<file path="src/rtl/adc16dv160_capture_ctrl_pkg.sv">
// ---------------------------------------------------------------------------
// adc16dv160_input_common
//   Shared types and helpers for the ADC16DV160 input path.
//   - cap_state_t : capture sequencer state encoding
//   - thr_ge      : threshold compare (a >= b), signed or unsigned 16-bit,
//                   used by any logic that tests samples against a threshold
// ---------------------------------------------------------------------------
package adc16dv160_input_common;

  typedef enum logic [1:0] {
    CAP_IDLE    = 2'd0,
    CAP_ARM     = 2'd1,
    CAP_CAPTURE = 2'd2
  } cap_state_t;

  localparam int SAMPLE_W = 16;
  localparam int COUNT_W  = 32;

  function automatic logic thr_ge(input logic [SAMPLE_W-1:0] a,
                                  input logic [SAMPLE_W-1:0] b,
                                  input logic                signed_cmp);
    logic signed [SAMPLE_W-1:0] sa;
    logic signed [SAMPLE_W-1:0] sb;
    sa = a;
    sb = b;
    if (signed_cmp) thr_ge = (sa >= sb);
    else            thr_ge = (a >= b);
  endfunction

endpackage

</file>
<file path="src/rtl/adc16dv160_capture_ctrl_run.sv">
// ---------------------------------------------------------------------------
// adc16dv160_run_counter
//   Counts consecutive qualifying samples. Each enabled sample either extends
//   the run (hit=1) or restarts it (hit=0). done flags, combinationally, the
//   sample that makes the run reach max(n,1). The count saturates at all-ones.
// Ports
//   ACLK, ARESETN : clock, asynchronous active-low reset
//   clr           : restart the run (wins over en)
//   en            : a sample is being evaluated this cycle
//   hit           : the sample meets the run condition
//   n             : required run length (0 treated as 1)
//   done          : this sample completes the run
// ---------------------------------------------------------------------------
module adc16dv160_run_counter
  import adc16dv160_input_common::*;
(
  input  logic               ACLK,
  input  logic               ARESETN,
  input  logic               clr,
  input  logic               en,
  input  logic               hit,
  input  logic [COUNT_W-1:0] n,
  output logic               done
);

  logic [COUNT_W-1:0] cnt;
  logic [COUNT_W-1:0] cnt_inc;
  logic [COUNT_W-1:0] n_eff;

  assign n_eff   = (n == '0) ? COUNT_W'(1) : n;
  assign cnt_inc = (cnt == '1) ? cnt : cnt + COUNT_W'(1);
  assign done    = en && hit && (cnt_inc >= n_eff);

  always_ff @(posedge ACLK or negedge ARESETN) begin
    if (!ARESETN) begin
      cnt <= '0;
    end else if (clr) begin
      cnt <= '0;
    end else if (en) begin
      cnt <= hit ? cnt_inc : '0;
    end
  end

endmodule

</file>
<file path="src/rtl/adc16dv160_capture_ctrl.sv">
// ---------------------------------------------------------------------------
// adc16dv160_capture_ctrl
//   Capture sequencer between the ADC16DV160 sample input and the AXI-Stream
//   DMA path. Frames of dsize samples, single-shot or continuous, with an
//   optional level-sync trigger/stop and a test-pattern source.
// Ports
//   ACLK, ARESETN          : clock, asynchronous active-low reset
//   cr_start               : 1-cycle start pulse
//   cr_test, cr_rt, cr_ls  : test pattern / continuous / level-sync
//   dsize                  : frame length in samples
//   ls_start_thr/stop_thr  : level-sync thresholds
//   ls_n_start/n_stop      : required run lengths
//   adc_data, adc_valid    : ADC sample and strobe (no backpressure)
//   m_tdata/tvalid/tready/tlast : stream output, 1-deep register
//   busy                   : sequencer not idle
//   overflow               : sticky, a sample was dropped on backpressure
// ---------------------------------------------------------------------------
module adc16dv160_capture_ctrl
  import adc16dv160_input_common::*;
#(
  parameter bit SIGNED_CMP = 1'b1
) (
  input  logic                ACLK,
  input  logic                ARESETN,
  input  logic                cr_start,
  input  logic                cr_test,
  input  logic                cr_rt,
  input  logic                cr_ls,
  input  logic [COUNT_W-1:0]  dsize,
  input  logic [SAMPLE_W-1:0] ls_start_thr,
  input  logic [SAMPLE_W-1:0] ls_stop_thr,
  input  logic [COUNT_W-1:0]  ls_n_start,
  input  logic [COUNT_W-1:0]  ls_n_stop,
  input  logic [SAMPLE_W-1:0] adc_data,
  input  logic                adc_valid,
  output logic [SAMPLE_W-1:0] m_tdata,
  output logic                m_tvalid,
  input  logic                m_tready,
  output logic                m_tlast,
  output logic                busy,
  output logic                overflow
);

  cap_state_t          state;
  cap_state_t          state_nxt;

  logic [COUNT_W-1:0]  dsize_q;
  logic [COUNT_W-1:0]  n_start_q;
  logic [COUNT_W-1:0]  n_stop_q;
  logic [SAMPLE_W-1:0] start_thr_q;
  logic [SAMPLE_W-1:0] stop_thr_q;
  logic                ls_q;
  logic                test_q;
  logic [COUNT_W-1:0]  frame_cnt;
  logic [SAMPLE_W-1:0] pattern;

  logic [SAMPLE_W-1:0] s;
  logic                start_acc;
  logic                start_hit;
  logic                stop_hit;
  logic                arm_en;
  logic                start_done;
  logic                stop_en;
  logic                stop_done;
  logic                run_clr;
  logic                frame_sample;
  logic                eof;
  logic                out_free;

  assign s         = test_q ? pattern : adc_data;
  assign start_acc = (state == CAP_IDLE) && cr_start && (dsize != '0);
  assign start_hit = thr_ge(s, start_thr_q, SIGNED_CMP);
  assign stop_hit  = !thr_ge(s, stop_thr_q, SIGNED_CMP);
  assign arm_en    = (state == CAP_ARM) && adc_valid;

  // The triggering ARM sample is itself frame sample 0.
  assign frame_sample = adc_valid &&
                        ((state == CAP_CAPTURE) || ((state == CAP_ARM) && start_done));
  assign stop_en = frame_sample && ls_q;
  assign eof     = frame_sample &&
                   ((frame_cnt == dsize_q - COUNT_W'(1)) || (ls_q && stop_done));
  assign run_clr = start_acc || eof;

  adc16dv160_run_counter u_start_run (
    .ACLK    (ACLK),
    .ARESETN (ARESETN),
    .clr     (run_clr),
    .en      (arm_en),
    .hit     (start_hit),
    .n       (n_start_q),
    .done    (start_done)
  );

  adc16dv160_run_counter u_stop_run (
    .ACLK    (ACLK),
    .ARESETN (ARESETN),
    .clr     (run_clr),
    .en      (stop_en),
    .hit     (stop_hit),
    .n       (n_stop_q),
    .done    (stop_done)
  );

  always_ff @(posedge ACLK or negedge ARESETN) begin
    if (!ARESETN) state <= CAP_IDLE;
    else          state <= state_nxt;
  end

  always_comb begin
    state_nxt = state;
    busy      = (state != CAP_IDLE);
    case (state)
      CAP_IDLE: begin
        if (start_acc) state_nxt = cr_ls ? CAP_ARM : CAP_CAPTURE;
      end
      CAP_ARM, CAP_CAPTURE: begin
        // cr_rt is only looked at when a frame ends.
        if (eof) begin
          if (cr_rt) state_nxt = ls_q ? CAP_ARM : CAP_CAPTURE;
          else       state_nxt = CAP_IDLE;
        end else if ((state == CAP_ARM) && start_done) begin
          state_nxt = CAP_CAPTURE;
        end
      end
      default: state_nxt = CAP_IDLE;
    endcase
  end

  // Configuration snapshot taken at start
  always_ff @(posedge ACLK or negedge ARESETN) begin
    if (!ARESETN) begin
      dsize_q     <= '0;
      n_start_q   <= '0;
      n_stop_q    <= '0;
      start_thr_q <= '0;
      stop_thr_q  <= '0;
      ls_q        <= 1'b0;
      test_q      <= 1'b0;
    end else if (start_acc) begin
      dsize_q     <= dsize;
      n_start_q   <= ls_n_start;
      n_stop_q    <= ls_n_stop;
      start_thr_q <= ls_start_thr;
      stop_thr_q  <= ls_stop_thr;
      ls_q        <= cr_ls;
      test_q      <= cr_test;
    end
  end

  // Frame position and test pattern
  always_ff @(posedge ACLK or negedge ARESETN) begin
    if (!ARESETN) begin
      frame_cnt <= '0;
      pattern   <= '0;
    end else begin
      if (start_acc)         frame_cnt <= '0;
      else if (frame_sample) frame_cnt <= eof ? '0 : frame_cnt + COUNT_W'(1);

      if (start_acc)      pattern <= '0;
      else if (adc_valid) pattern <= pattern + SAMPLE_W'(1);
    end
  end

  // Output stage: 1-deep register; a sample that finds it full and stalled is dropped
  assign out_free = !m_tvalid || m_tready;

  always_ff @(posedge ACLK or negedge ARESETN) begin
    if (!ARESETN) begin
      m_tdata  <= '0;
      m_tvalid <= 1'b0;
      m_tlast  <= 1'b0;
      overflow <= 1'b0;
    end else begin
      if (frame_sample && out_free) begin
        m_tdata  <= s;
        m_tvalid <= 1'b1;
        m_tlast  <= eof;
      end else if (m_tvalid && m_tready) begin
        m_tvalid <= 1'b0;
        m_tlast  <= 1'b0;
      end

      if (start_acc)                      overflow <= 1'b0;
      else if (frame_sample && !out_free) overflow <= 1'b1;
    end
  end

endmodule

</file>
<file path="config.mk">
export PLATFORM = sky130hd
export DESIGN_NAME = adc16dv160_capture_ctrl
export DESIGN_NICKNAME = d
export VERILOG_FILES = /design/src/rtl/adc16dv160_capture_ctrl_pkg.sv /design/src/rtl/adc16dv160_capture_ctrl_run.sv /design/src/rtl/adc16dv160_capture_ctrl.sv
export SDC_FILE = /design/constraint.sdc
export NUM_CORES = 1
export LEC_CHECK = 0
export BUFFER_PORTS_ARGS = -buffer_cell sky130_fd_sc_hd__buf_2
export CAP_MARGIN = 10
export CORE_MARGIN = 4
export CORE_UTILIZATION = 55
export CTS_CLUSTER_SIZE = 20
export DETAILED_ROUTE_END_ITERATION = 8
export PLACE_DENSITY = 0.76
export SETUP_SLACK_MARGIN = 0.3
export SLEW_MARGIN = 40
export SYNTH_ARGS = -nofsm -noshare
export SYNTH_HDL_FRONTEND = slang
export SYNTH_SLANG_ARGS = --single-unit
</file>
<file path="constraint.sdc">
create_clock -name ACLK -period 5.4 [get_ports ACLK]
set_input_delay 0.27 -clock ACLK [delete_from_list [all_inputs] [get_ports ACLK]]
set_output_delay 0.27 -clock ACLK [all_outputs]
set_load 0.005 [all_outputs]
</file>
==> results.toml <==
[status]
status = "finished clean"

[cts]
h-tree-depth = 1
root_buffer = "clkbuf_16"
cts_tree = "built"
cts_buffers = 30
cts_sinks = 263
post-cts-setup-buffer-count = 0
cts_buffer_depth = 3
clk_pin_slew_worst_paths_ns = 0.07
clock_latency_ns = 0.57

[worst_setup_path]
crit_start = "u_start_run.cnt[0]"
crit_slowest_cell = "or4_1"
required_ns = 5.89
crit_arrival_ns = 5.33
max_stage_delay_ns = 0.52
crit_chain = "ha_1 > nand2_1 > or4_1 > or4_4 > nand2_1 > nor4_2 > and3_1 > xor2_1 > ha_1 > a21o_1 > a21o_1 > a221oi_1 > o21ai_0 > a31oi_4 > o21a_2 > buf_8 > nor2_1 > buf_4 > o211a_1 > nor3_1"
end_kind = "flop"
crit_type = "reg2reg"
r2r_start = "u_start_run.cnt[0]"
path_delay_family = "simple AND/OR/NAND/NOR gates"
critical_path_buf_inv_count = 2
cp_max_fo = 30
start_kind = "flop"

[floorplanning]
initial_core_util_pct = 56.18
dieArea_um2 = 33290
fp.dieH_um = 182.5
rows = 63
io_pins = 172
die_w_um = 182.5
core_um2 = 29800

[sta]
finalSetupViolCount = 0
finalHoldViolations = 0
min_period_ns = 4.840
skew_ns = 0.02238
setup_tns_ns = 0
worst_pin_slew_ns = 0.8551
rsz0062_at_grt = "no"
final_max_slew_viol_count = 0
fmax_mhz = 206.6
slew_headroom_pct = 42.99
fin_crit_sh_pct = 89.62

[yosys]
ys_seq_area_share_pct = 39.32
syn_nets = 2231
postSynthCellCount = 1974
ys.flop_type = "dfrtp_1"
avgSynthCellArea_um2 = 8.480
post-synth-top-count-cell = "nand2_1"
yosys.area.top_type = "dfrtp_1"
ys_async_sr_fraction_pct = 100.0
synth_cell_types = 73
synth_area_leaders = "dfrtp_1 (39%), ha_1 (7.8%), nand2_1 (6.9%), o21ai_0 (5.3%), xnor2_1 (3.3%)"
ys_warn_count = 0
syn-cell-area_um2 = 16740
synth_seq_cells = 263
synth_edf_count = 0
synth_commonest_cells = "nand2_1 (306), dfrtp_1 (263), o21ai_0 (177)"
synth_top_area_share_pct = 39.32

[hold_path]
hold_start = "adc_data[0]"
holdCritPathClass = "in2reg"

[global_routing]
grt_overflow = 0
grt_first_pass_wirelength_mm = 78.94
grt_max_degree = 215
grt_util_all_layers_pct = 28.34
grt_pass1_vias = 15860
grt_use_met1_pct = 37.45
busiest_layer = "met2"
antenna_found_initial = 2
use_met3_pct = 4.046
use_met2_pct = 47.04

[placed_design]
globalplace.congestion = 0.9370
hpwl_mm = 31.95
port_buffers = 171

[detailed_routing]
wl_per_cell_um = 18.30
vias_per_cell = 6.009
firstDrtPassIters = 5
drt_wl_total_mm = 48.31
drc = 0
antenna_left = 0
drt_iter0_drc = 1196
vias = 15860

[layout]
drive_gt1_share_pct = 14.14
syn_to_final_growth_pct = 21.39
final_core_util_pct = 68.20
fin_nets = 2483

[power]
power_density_nw_per_um2 = 234.6
peakVddDrop_uv = 264.7
p_leak_nw = 9.735

[job]
cap_violations = 0
state kept, by name, indices dropped and copies added, names as in the netlist, 32 cells and up:
| register | flops |
|---|---|
| dsize_q | 32 |
| u_start_run.cnt | 32 |
| frame_cnt | 32 |
| n_start_q | 32 |
| n_stop_q | 32 |
| u_stop_run.cnt | 32 |
through the flow:
step / setup WS [ns] / hold WS [ns] / instances / area (um^2) / total power [W]
3_3_place_gp: 0.3625 / 0.3511 / 2452 / 17870 / 0.002574
3_5_place_dp: 0.2422 / 0.3576 / 2452 / 17870 / 0.002595
4_1_cts: 0.3359 / 0.1009 / 2639 / 20240 / 0.004788
2_1_floorplan: 0.4489 / -0.02559 / 1974 / 16740 / 0.002379
5_1_grt: 0.2717 / 0.1481 / 2640 / 20320 / 0.004948
6_report: 0.5603 / 0.1562 / 2640 / 20320 / 0.004768
kinds of logic (layout without fill, tap and decap cells):
group,after synthesis,in the layout,share of synthesized area (%)
AOI/OAI and AO/OA,382,382,13.45
xor gates and xnor gates,109,109,5.703
adders and majority gates,105,105,7.849
buffers and inverters,219,494,5.322
DFF,263,263,39.32
muxes,44,44,2.900
other,0,1,0
and+or+nand+nor,852,852,25.46
timing repair:
action	CTS	global route
endpoints found under the setup margin	10	114
pin swaps	0	0
hold buffers	132	0
gates resized for setup	1	15
endpoints found under the hold margin	223	0
worst reg2reg max path, cell delays in order, from the launching register on:
cell and delay [ns]:
dfrtp_1 0.40, ha_1 0.23, nand2_1 0.07, or4_1 0.52
or4_4 0.50, nand2_1 0.19, nor4_2 0.09, and3_1 0.23
xor2_1 0.15, ha_1 0.32, a21o_1 0.19, a21o_1 0.17
a221oi_1 0.29, o21ai_0 0.20, a31oi_4 0.26, o21a_2 0.26
buf_8 0.23, nor2_1 0.06, buf_4 0.16, o211a_1 0.12
nor3_1 0.11
routing by layer:
| metal | up-vias | share of wire [%] |
|---|---|---|
| met1 | 7596 | 42 |
| met5 | - | 0.041 |
| met3 | 176 | 6.2 |
| met2 | 611 | 48 |
| met4 | 2 | 4.6 |
| li1 | 7478 | - |
path summary, 6_finish.rpt:
kind / to / slack, ns / cells after the start
worst max-delay path: u_stop_run.cnt[14] / 0.56 / 20
worst min-delay path: m_tdata[0] / 0.16 / 3
worst max register to register: u_stop_run.cnt[14] / 0.56 / 20
worst min register to register: start_thr_q[0] / 0.50 / 2
max in group asynchronous: u_start_run.cnt[21] / 3.95 / 3
min in group asynchronous: dsize_q[6] / 0.34 / 2
placed cells by master, fill, tap and decap left out, types with 5 or more instances in the layout:
master         count
a31oi_1           13
or2_2             11
nor3_1            27
inv_1            115
xnor2_1           64
nand2b_1          13
nor4_1            61
nor2b_1            9
nand4_1           53
dlygate4sd3_1    132
or4_1              6
and4_1            13
a21oi_1           86
nand3b_1          13
buf_2            170
o211ai_1           8
o21a_1             5
buf_4             12
mux2_2            36
a22oi_1           26
nand3_1          108
and3_1            42
o21ai_0          177
ha_1             105
nor2_1           123
xor2_1            45
nand2_1          306
mux2i_1            8
buf_12             5
dfrtp_1          263
or3_1             28
nor3b_1            6
and2_1             6
a21o_1             8
a211oi_1           7
clkbuf_8          11
clkbuf_16         30
power breakdown:
part	switching, W	internal [W]
registers	0.000102	0.00204
clock network	0.000854	0.00127
logic	0.000253	0.000254
layout make-up:
class                           count  area, um^2
Fill cell                        2310        9477
Timing Repair Buffer              324        2426
Multi-Input combinational cell   1492        9351
Clock buffer                       45       917.1
Tap cell                          390       488.0
Clock inverter                     10       121.4
Inverter                          115       431.7
Sequential cell                   263        6581
Antenna cell                        1       2.502
Note: power is estimated with default switching activity, not from simulation.
